File: src/rtl/shift_ctrl_if.sv
// ----------------------------------------------------------------------------
// shift_ctrl_if
// Bundles the horizontal-shift sequencer's inputs and outputs.
//   i_frame_tick    one-cycle pulse per video frame
//   i_keycode       current keyboard keycode (8'h00 = none)
//   i_active        a piece is falling and may move
//   i_spawn         one-cycle pulse: new piece spawned
//   i_spawn_x       x position loaded on spawn
//   i_xout_move     mover result for the current x_pos/select
//   o_select        direction select to mover (1 = left, 0 = right)
//   o_x_pos         piece x position (fed back to mover xin)
//   o_shift_event   one-cycle pulse: x_pos changed
//   o_shift_blocked one-cycle pulse: shift attempted, mover returned same x
// slave  = the sequencer, master = whoever drives it (mover/keyboard side).
// ----------------------------------------------------------------------------
interface shift_ctrl_if;
    logic       i_frame_tick;
    logic [7:0] i_keycode;
    logic       i_active;
    logic       i_spawn;
    logic [5:0] i_spawn_x;
    logic [4:0] i_xout_move;
    logic       o_select;
    logic [5:0] o_x_pos;
    logic       o_shift_event;
    logic       o_shift_blocked;

    modport slave (
        input  i_frame_tick, i_keycode, i_active, i_spawn, i_spawn_x, i_xout_move,
        output o_select, o_x_pos, o_shift_event, o_shift_blocked
    );

    modport master (
        output i_frame_tick, i_keycode, i_active, i_spawn, i_spawn_x, i_xout_move,
        input  o_select, o_x_pos, o_shift_event, o_shift_blocked
    );
endinterface

File: src/rtl/shift_ctrl.sv
// ----------------------------------------------------------------------------
// shift_ctrl
// Horizontal-shift sequencer for the falling piece. Decodes the keycode into
// a left/right request, drives the mover's direction select, owns the piece
// x-position register and implements delayed auto-shift (DAS) followed by
// auto-repeat (ARR), both counted in frame_ticks.
// Ports:
//   Clk    system clock
//   Reset  synchronous, active-high
//   bus    shift_ctrl_if.slave (see interface header for signal list)
// ----------------------------------------------------------------------------
module shift_ctrl #(
    parameter logic [7:0] KEY_LEFT   = 8'h50,
    parameter logic [7:0] KEY_RIGHT  = 8'h4F,
    parameter int         DAS_FRAMES = 10,
    parameter int         ARR_FRAMES = 2,
    parameter logic [5:0] SPAWN_X    = 6'd4
) (
    input  logic          Clk,
    input  logic          Reset,
    shift_ctrl_if.slave   bus
);

    typedef enum logic [1:0] {
        ST_IDLE  = 2'd0,
        ST_SHIFT = 2'd1,
        ST_DAS   = 2'd2,
        ST_ARR   = 2'd3
    } state_t;

    localparam logic [5:0] W_DAS_THR = 6'(DAS_FRAMES);
    localparam logic [5:0] W_ARR_THR = 6'(ARR_FRAMES);

    state_t     r_state;
    logic [5:0] r_x_pos;
    logic       r_dir;          // 1 = left, 0 = right
    logic [5:0] r_cnt;
    logic       r_first;        // next SHIFT is the initial one -> go to DAS
    logic       r_shift_event;
    logic       r_shift_blocked;

    logic       w_req_left;
    logic       w_req_right;
    logic       w_req;
    logic [5:0] w_cnt_inc;
    logic [5:0] w_thr;
    logic [5:0] w_commit_x;

    assign w_req_left  = (bus.i_keycode == KEY_LEFT);
    assign w_req_right = (bus.i_keycode == KEY_RIGHT);
    assign w_req       = w_req_left | w_req_right;

    // Counter saturates so a stuck key can never wrap it back to a threshold.
    assign w_cnt_inc  = (r_cnt == 6'd63) ? 6'd63 : r_cnt + 6'd1;
    assign w_thr      = (r_state == ST_DAS) ? W_DAS_THR : W_ARR_THR;
    assign w_commit_x = {1'b0, bus.i_xout_move};

    always_ff @(posedge Clk) begin
        if (Reset) begin
            r_state         <= ST_IDLE;
            r_x_pos         <= SPAWN_X;
            r_dir           <= 1'b0;
            r_cnt           <= 6'd0;
            r_first         <= 1'b0;
            r_shift_event   <= 1'b0;
            r_shift_blocked <= 1'b0;
        end else begin
            r_shift_event   <= 1'b0;
            r_shift_blocked <= 1'b0;

            if (bus.i_spawn) begin
                // Spawn wins over any pending commit. A held key does not
                // shift the new piece immediately; it has to recharge DAS.
                r_x_pos <= bus.i_spawn_x;
                r_cnt   <= 6'd0;
                r_first <= 1'b0;
                if (w_req && bus.i_active) begin
                    r_dir   <= w_req_left;
                    r_state <= ST_DAS;
                end else begin
                    r_state <= ST_IDLE;
                end
            end else if (!bus.i_active) begin
                r_state <= ST_IDLE;
                r_cnt   <= 6'd0;
                r_first <= 1'b0;
            end else begin
                unique case (r_state)
                    ST_IDLE: begin
                        if (w_req) begin
                            // dir is loaded one cycle ahead of the commit so
                            // the mover sees a stable select during SHIFT.
                            r_dir   <= w_req_left;
                            r_first <= 1'b1;
                            r_state <= ST_SHIFT;
                        end
                    end

                    ST_SHIFT: begin
                        r_x_pos <= w_commit_x;
                        if (w_commit_x != r_x_pos) begin
                            r_shift_event <= 1'b1;
                        end else begin
                            r_shift_blocked <= 1'b1;
                        end
                        r_cnt   <= 6'd0;
                        r_first <= 1'b0;
                        r_state <= r_first ? ST_DAS : ST_ARR;
                    end

                    ST_DAS, ST_ARR: begin
                        if (!w_req) begin
                            r_state <= ST_IDLE;
                            r_cnt   <= 6'd0;
                        end else if (w_req_left != r_dir) begin
                            // Redirect: shift at once and restart DAS.
                            r_dir   <= w_req_left;
                            r_first <= 1'b1;
                            r_state <= ST_SHIFT;
                        end else if (bus.i_frame_tick) begin
                            r_cnt <= w_cnt_inc;
                            if (w_cnt_inc == w_thr) begin
                                r_state <= ST_SHIFT;
                            end
                        end
                    end

                    default: r_state <= ST_IDLE;
                endcase
            end
        end
    end

    assign bus.o_select        = r_dir;
    assign bus.o_x_pos         = r_x_pos;
    assign bus.o_shift_event   = r_shift_event;
    assign bus.o_shift_blocked = r_shift_blocked;

endmodule
File: src/flat_wrapper.sv
// flat-port wrapper written by rule: the top's interface ports become plain ports
module shift_ctrl_flat 
#(
    parameter logic [7:0] KEY_LEFT   = 8'h50,
    parameter logic [7:0] KEY_RIGHT  = 8'h4F,
    parameter int         DAS_FRAMES = 10,
    parameter int         ARR_FRAMES = 2,
    parameter logic [5:0] SPAWN_X    = 6'd4
)
  (Clk, Reset, bus_i_frame_tick, bus_i_keycode, bus_i_active, bus_i_spawn, bus_i_spawn_x, bus_i_xout_move, bus_o_select, bus_o_x_pos, bus_o_shift_event, bus_o_shift_blocked);
  shift_ctrl_if bus_i ();
  input  logic Clk;
  input  logic Reset;
  input wire logic [$bits(bus_i.i_frame_tick)-1:0] bus_i_frame_tick;
  input wire logic [$bits(bus_i.i_keycode)-1:0] bus_i_keycode;
  input wire logic [$bits(bus_i.i_active)-1:0] bus_i_active;
  input wire logic [$bits(bus_i.i_spawn)-1:0] bus_i_spawn;
  input wire logic [$bits(bus_i.i_spawn_x)-1:0] bus_i_spawn_x;
  input wire logic [$bits(bus_i.i_xout_move)-1:0] bus_i_xout_move;
  output wire logic [$bits(bus_i.o_select)-1:0] bus_o_select;
  output wire logic [$bits(bus_i.o_x_pos)-1:0] bus_o_x_pos;
  output wire logic [$bits(bus_i.o_shift_event)-1:0] bus_o_shift_event;
  output wire logic [$bits(bus_i.o_shift_blocked)-1:0] bus_o_shift_blocked;
  assign bus_i.i_frame_tick = bus_i_frame_tick;
  assign bus_i.i_keycode = bus_i_keycode;
  assign bus_i.i_active = bus_i_active;
  assign bus_i.i_spawn = bus_i_spawn;
  assign bus_i.i_spawn_x = bus_i_spawn_x;
  assign bus_i.i_xout_move = bus_i_xout_move;
  assign bus_o_select = bus_i.o_select;
  assign bus_o_x_pos = bus_i.o_x_pos;
  assign bus_o_shift_event = bus_i.o_shift_event;
  assign bus_o_shift_blocked = bus_i.o_shift_blocked;
  shift_ctrl #(.KEY_LEFT(KEY_LEFT), .KEY_RIGHT(KEY_RIGHT), .DAS_FRAMES(DAS_FRAMES), .ARR_FRAMES(ARR_FRAMES), .SPAWN_X(SPAWN_X)) u_core (.Clk(Clk), .Reset(Reset), .bus(bus_i));
endmodule
File: config.mk
export PLATFORM = sky130hd
export DESIGN_NAME = shift_ctrl_flat
export DESIGN_NICKNAME = d
export VERILOG_FILES = /design/src/rtl/shift_ctrl_if.sv /design/src/rtl/shift_ctrl.sv /design/src/flat_wrapper.sv
export SDC_FILE = /design/constraint.sdc
export NUM_CORES = 1
export LEC_CHECK = 0
export ABC_AREA = 1
export BUFFER_PORTS_ARGS = -buffer_cell sky130_fd_sc_hd__buf_2
export CORE_MARGIN = 10
export CORE_UTILIZATION = 35
export CTS_CLUSTER_DIAMETER = 40
export DETAILED_ROUTE_END_ITERATION = 7
export HOLD_SLACK_MARGIN = 0.05
export PLACE_DENSITY = 0.53
export SYNTH_ARGS = -nofsm -noshare
export SYNTH_HDL_FRONTEND = slang
export SYNTH_SLANG_ARGS = --single-unit
File: constraint.sdc
create_clock -name Clk -period 2.9 [get_ports Clk]
set_clock_uncertainty 0.1 [all_clocks]
set_input_delay 0.29 -clock Clk [delete_from_list [all_inputs] [get_ports Clk]]
set_output_delay 0.29 -clock Clk [all_outputs]
set_load 0.03 [all_outputs]
## Word level (Yosys, flattened, before mapping)

Index checks and enable logic that the tools add are counted.
W data, S select, Z words.

- Register bits after elaboration: 18
- Bits in latches: 0
- Bits in writable memories: 0
- Memory bits (read-only): 0
- Memories: 0

- Add/subtract/negate cells: 1
- Multipliers: 0
- Divide/modulo/power cells: 0
- $lt $le $gt $ge: 0
- Equality and inequality tests: 21
- Shift-type cells: 0
- Mux-type cells: 32
- Bitwise logic cells: 3
- Reductions and logical operators: 14

Operators by type and width:

| kind | count |
|---|---|
| $mux W6 | 7 |
| $eq A8 B7 Y1 const B | 2 |
| $mux W2 | 8 |
| $mux W1 | 12 |
| $ne A6 B6 Y1 const B | 2 |
| $pmux W6 S2 | 1 |
| $ne A3 B2 Y1 const B | 3 |
| $reduce_and A3 Y1 | 3 |
| $ne A2 B1 Y1 const B | 4 |
| $add A6 B1 Y6 const B | 1 |
| $eq A6 B6 Y1 | 1 |
| $eq A6 B6 Y1 const B | 1 |
| $ne A3 B3 Y1 const B | 2 |
| $ne A5 B6 Y1 | 1 |
| $pmux W2 S3 | 1 |
| $reduce_and A6 Y1 | 1 |
| $reduce_bool A2 Y1 | 3 |
| $eq A2 B2 Y1 const B | 2 |
| $mux W4 | 1 |
| $ne A4 B3 Y1 const B | 1 |
| $reduce_or A4 Y1 | 1 |
| $pmux W1 S3 | 1 |
| $reduce_bool A3 Y1 | 1 |
| $reduce_or A3 Y1 | 1 |
| other kinds (9) | 10 |

## Depth between registers and ports, before layout

- Word-level depth: 10
- Gate-level depth with buffers: 13

## Worst setup path before layout

No wires, ideal clock.

- Path type: reg2reg
- From: register u_core.r_cnt[0]
- To: register u_core.r_state[1]
- Arrival: 1.228 ns
- Required time: 2.681 ns
- Setup slack: 1.452 ns
- Stages on the path, launching flop included: 13
- Path buffers: 0
- Period minus slack after synthesis: 1.448 ns
- Cell sequence: dfxtp_1 > ha_1 > nand2_1 > inv_2 > nand2_1 > o21ai_0 > nand3_1 > nor2_1 > nand2_1 > nand2_1 > nand2_1 > nand2_1 > a21oi_1

- Word-level cells in the longest chain between the ends: 5
- Elaborated cells between the ends (all ways): 6
- Those cells by class: add/sub (1); eq/ne (3); mux (1); reduce/logical (1)

Ends and longest elaborated chain:

| what | RTL line | source |
|---|---|---|
| start: declaration | shift_ctrl.sv:37 | `logic [5:0] r_cnt;` |
| start signal: assignment | shift_ctrl.sv:121 | `r_cnt <= w_cnt_inc;` |
| $add A6 B1 Y6 or $eq A6 B6 Y1 (tied branches) | shift_ctrl.sv:54 | `assign w_cnt_inc = (r_cnt == 6'd63) ? 6'd63 : r_cnt + 6'd1;` |
| $mux W6 * | shift_ctrl.sv:54 |  |
| $eq A6 B6 Y1 * | shift_ctrl.sv:122 | `if (w_cnt_inc == w_thr) begin` |
| $ne A6 B6 Y1 (no source line) * | n/a |  |
| $reduce_and A3 Y1 (no source line) * | n/a |  |
| end signal: assignment | shift_ctrl.sv:108 | `r_state <= r_first ? ST_DAS : ST_ARR;` |
| end: declaration | shift_ctrl.sv:34 | `state_t r_state;` |

Mark *: on every way between the ends. The rest lies on a longest branch, timed or not.
A chain may end at the register's enable or synchronous reset.

## Final worst setup path

Ends and elaborated chain as after synthesis.

==> results_dict.tcl <==
set metrics [dict create \
    period_needed_ps 1610 \
    cts_resized 0 \
    startpoint_type "register" \
    die_h_um 78.3 \
    hold_viol 0 \
    setup_tns_ps 0 \
    post-cts-setup-buffers 0 \
    max_clock_freq_mhz 622 \
    total_power_uw 520 \
    min_period_over_period 0.555 \
    drt_wl_total_mm 2.84 \
    cp_data_arrival_time_ps 1710 \
    grt_pass1_wl_mm 4.89 \
    synth_seq_cells 18 \
    n_antenna_cell 0 \
    core_area_sq_um 3310 \
    io_buffers 32 \
    synthCells 188 \
    final_cell_mix "nand2_1, buf_2, nor2_1" \
    nets 248 \
    cts.sinks 18 \
    tritoncts "yes" \
    rows 21 \
    p_per_area_nw_per_um2 362 \
    viasPerCell 4.54 \
    rsz0062_at_grt "no" \
    numCtsBuffers 3 \
    grt_overflow_total 0 \
    grt_pass1_vias 1164 \
    drcViolationCount 0 \
    ys_warn_count 0 \
    drt_iter0_drc 57 \
    drive_gt1_frac 0.275 \
    cts-root-buf "clkbuf_4" \
    crit_path_max_fanout 5 \
    wire_per_inst_um 10.6 \
    ys_types 29 \
    grtUsageTotal 0.0945 \
    critPathKind "reg2reg" \
    max_slew_margin 0.664 \
    dieArea_sq_um 6130 \
    endpoint_kind "register" \
    clk_latency_ps 300 \
    worst_slew_pin_slew_ps 503 \
    gp_congestion 0.879 \
    grt_start_max_net_pins 11 \
    crit_required_ps 3000 \
    vias 1217 \
    drt_pass1_iterations 4 \
    synth_area_sq_um 1190 \
    drv_slew 0 \
    clock_path_buffers 2 \
    hpwl_mm 2.34 \
    synthesis.nets 213 \
    fin_area_sq_um 1440 \
    fin_hold_ws_ps 124 \
    ant_nets 0 \
    area_growth_pct 20.6 \
    min_path_type "in2reg" \
    chipWidth_um 78.3 \
    maxCapViolations 0 \
    layout_commonest_cell "nand2_1" \
    p_leak_nw 0.727 \
    max-vdd-ir-drop_uv 164 \
    h-tree-depth 1 \
    antenna_found_initial 0 \
    finalSetupViolations 0 \
    placed_cell_area_sq_um 1400 \
    clk_pin_slew_worst_paths_ps 110 \
    ios 33 \
    seq_area_frac_synth 0.303 \
    start_util 0.359 \
    avgSynthCellArea_sq_um 6.33 \
    status "finished, final reports clean" \
    cts_hold_buf 0 \
]
[worst max-delay path, cell delays in order (launching register included)]
cell	delay (ps)
dfxtp_1	410
ha_1	180
nand2_1	100
inv_2	90
nand2_1	50
o21ai_0	100
nand3_1	100
nor2_1	100
nand2_1	60
nand2_1	50
nand2_1	70
nand2_1	60
a21oi_1	60
[flip-flops by register name, summed over array words and instances (netlist names)]
register                    count
u_core.bus.o_shift_event        1
u_core.bus.o_shift_blocked      1
u_core.r_first                  1
u_core.bus.o_select             1
u_core.r_state                  2
u_core.bus.o_x_pos              6
u_core.r_cnt                    6
[final timing paths]
check / start / end / slack, ps / cells after the start
worst min register to register: u_core.r_first / u_core.r_first / 370 / 2
worst max register to register: u_core.r_cnt[0] / u_core.r_state[1] / 1290 / 12
worst max-delay path: u_core.r_cnt[0] / u_core.r_state[1] / 1290 / 12
worst min-delay path: bus_i_spawn_x[5] / u_core.bus.o_x_pos[5] / 120 / 3
[area by class of cell]
cell class / instances / area, sq um
fill: 363 / 1880
sequential: 18 / 360
tap: 46 / 57.6
multi-input combinational: 135 / 692
clock buffer: 4 / 36.3
inverter: 33 / 129
timing repair buffer: 32 / 160
[cells by family (layout without fill, tap and decap cells)]
| kind of cell | after synthesis | count (layout) | synth area share |
|---|---|---|---|
| AND/OR/NAND/NOR | 102 | 102 | 0.401 |
| buffers and inverters | 35 | 69 | 0.116 |
| AO/OA/AOI/OAI | 27 | 27 | 0.134 |
| flip-flops | 18 | 18 | 0.303 |
| XOR/XNOR | 5 | 5 | 0.0368 |
| adder cells (fa/ha/maj) | 1 | 1 | 0.0105 |
[per-stage QoR]
stage	setup WS, ps	utilization	instances
after floorplan	1450	-	188
after global placement	1320	0.423	264
after detailed placement	1300	0.423	264
after CTS	1280	0.433	268
after global routing	1100	0.433	268
final	1290	0.433	268
[synthesized netlist by cell type]
cell type	count	area, sq um
a21oi_2	1	8.76
nand2_2	6	37.5
xor2_1	3	26.3
o21ai_1	6	30.0
nor2_1	27	101
o21ai_0	3	15.0
nand4_1	2	12.5
nand2_1	46	173
clkinv_4	1	8.76
nor3_1	1	5.00
a21oi_1	7	35.0
o21ai_2	1	8.76
inv_2	7	26.3
ha_1	1	12.5
xnor2_1	2	17.5
o21bai_1	1	7.51
nand2_4	4	45.0
o211ai_1	1	7.51
o221ai_1	1	8.76
nand3b_1	1	7.51
inv_1	25	93.8
nor2_2	2	12.5
nor2_4	2	22.5
buf_2	1	5.00
nand3_2	1	10.0
clkbuf_1	1	3.75
a31oi_1	6	37.5
nand3_1	10	50.1
dfxtp_1	18	360
[per-layer routing]
metal / share of wire / wire, um / up-vias / global-route usage
met5: 0 / 0 / - / 0
met4: 0.011 / 31 / 0 / 0.0323
met3: 0.069 / 196 / 4 / 0.0376
met2: 0.47 / 1340 / 29 / 0.156
met1: 0.45 / 1270 / 527 / 0.108
li1: - / - / 657 / -
[where the power goes]
group | switching [mW] | internal, mW
sequential | 0.00748 | 0.255
clock | 0.0826 | 0.0765
combinational | 0.0606 | 0.0373
total | 0.151 | 0.369
(Power assumes the default switching activity.)
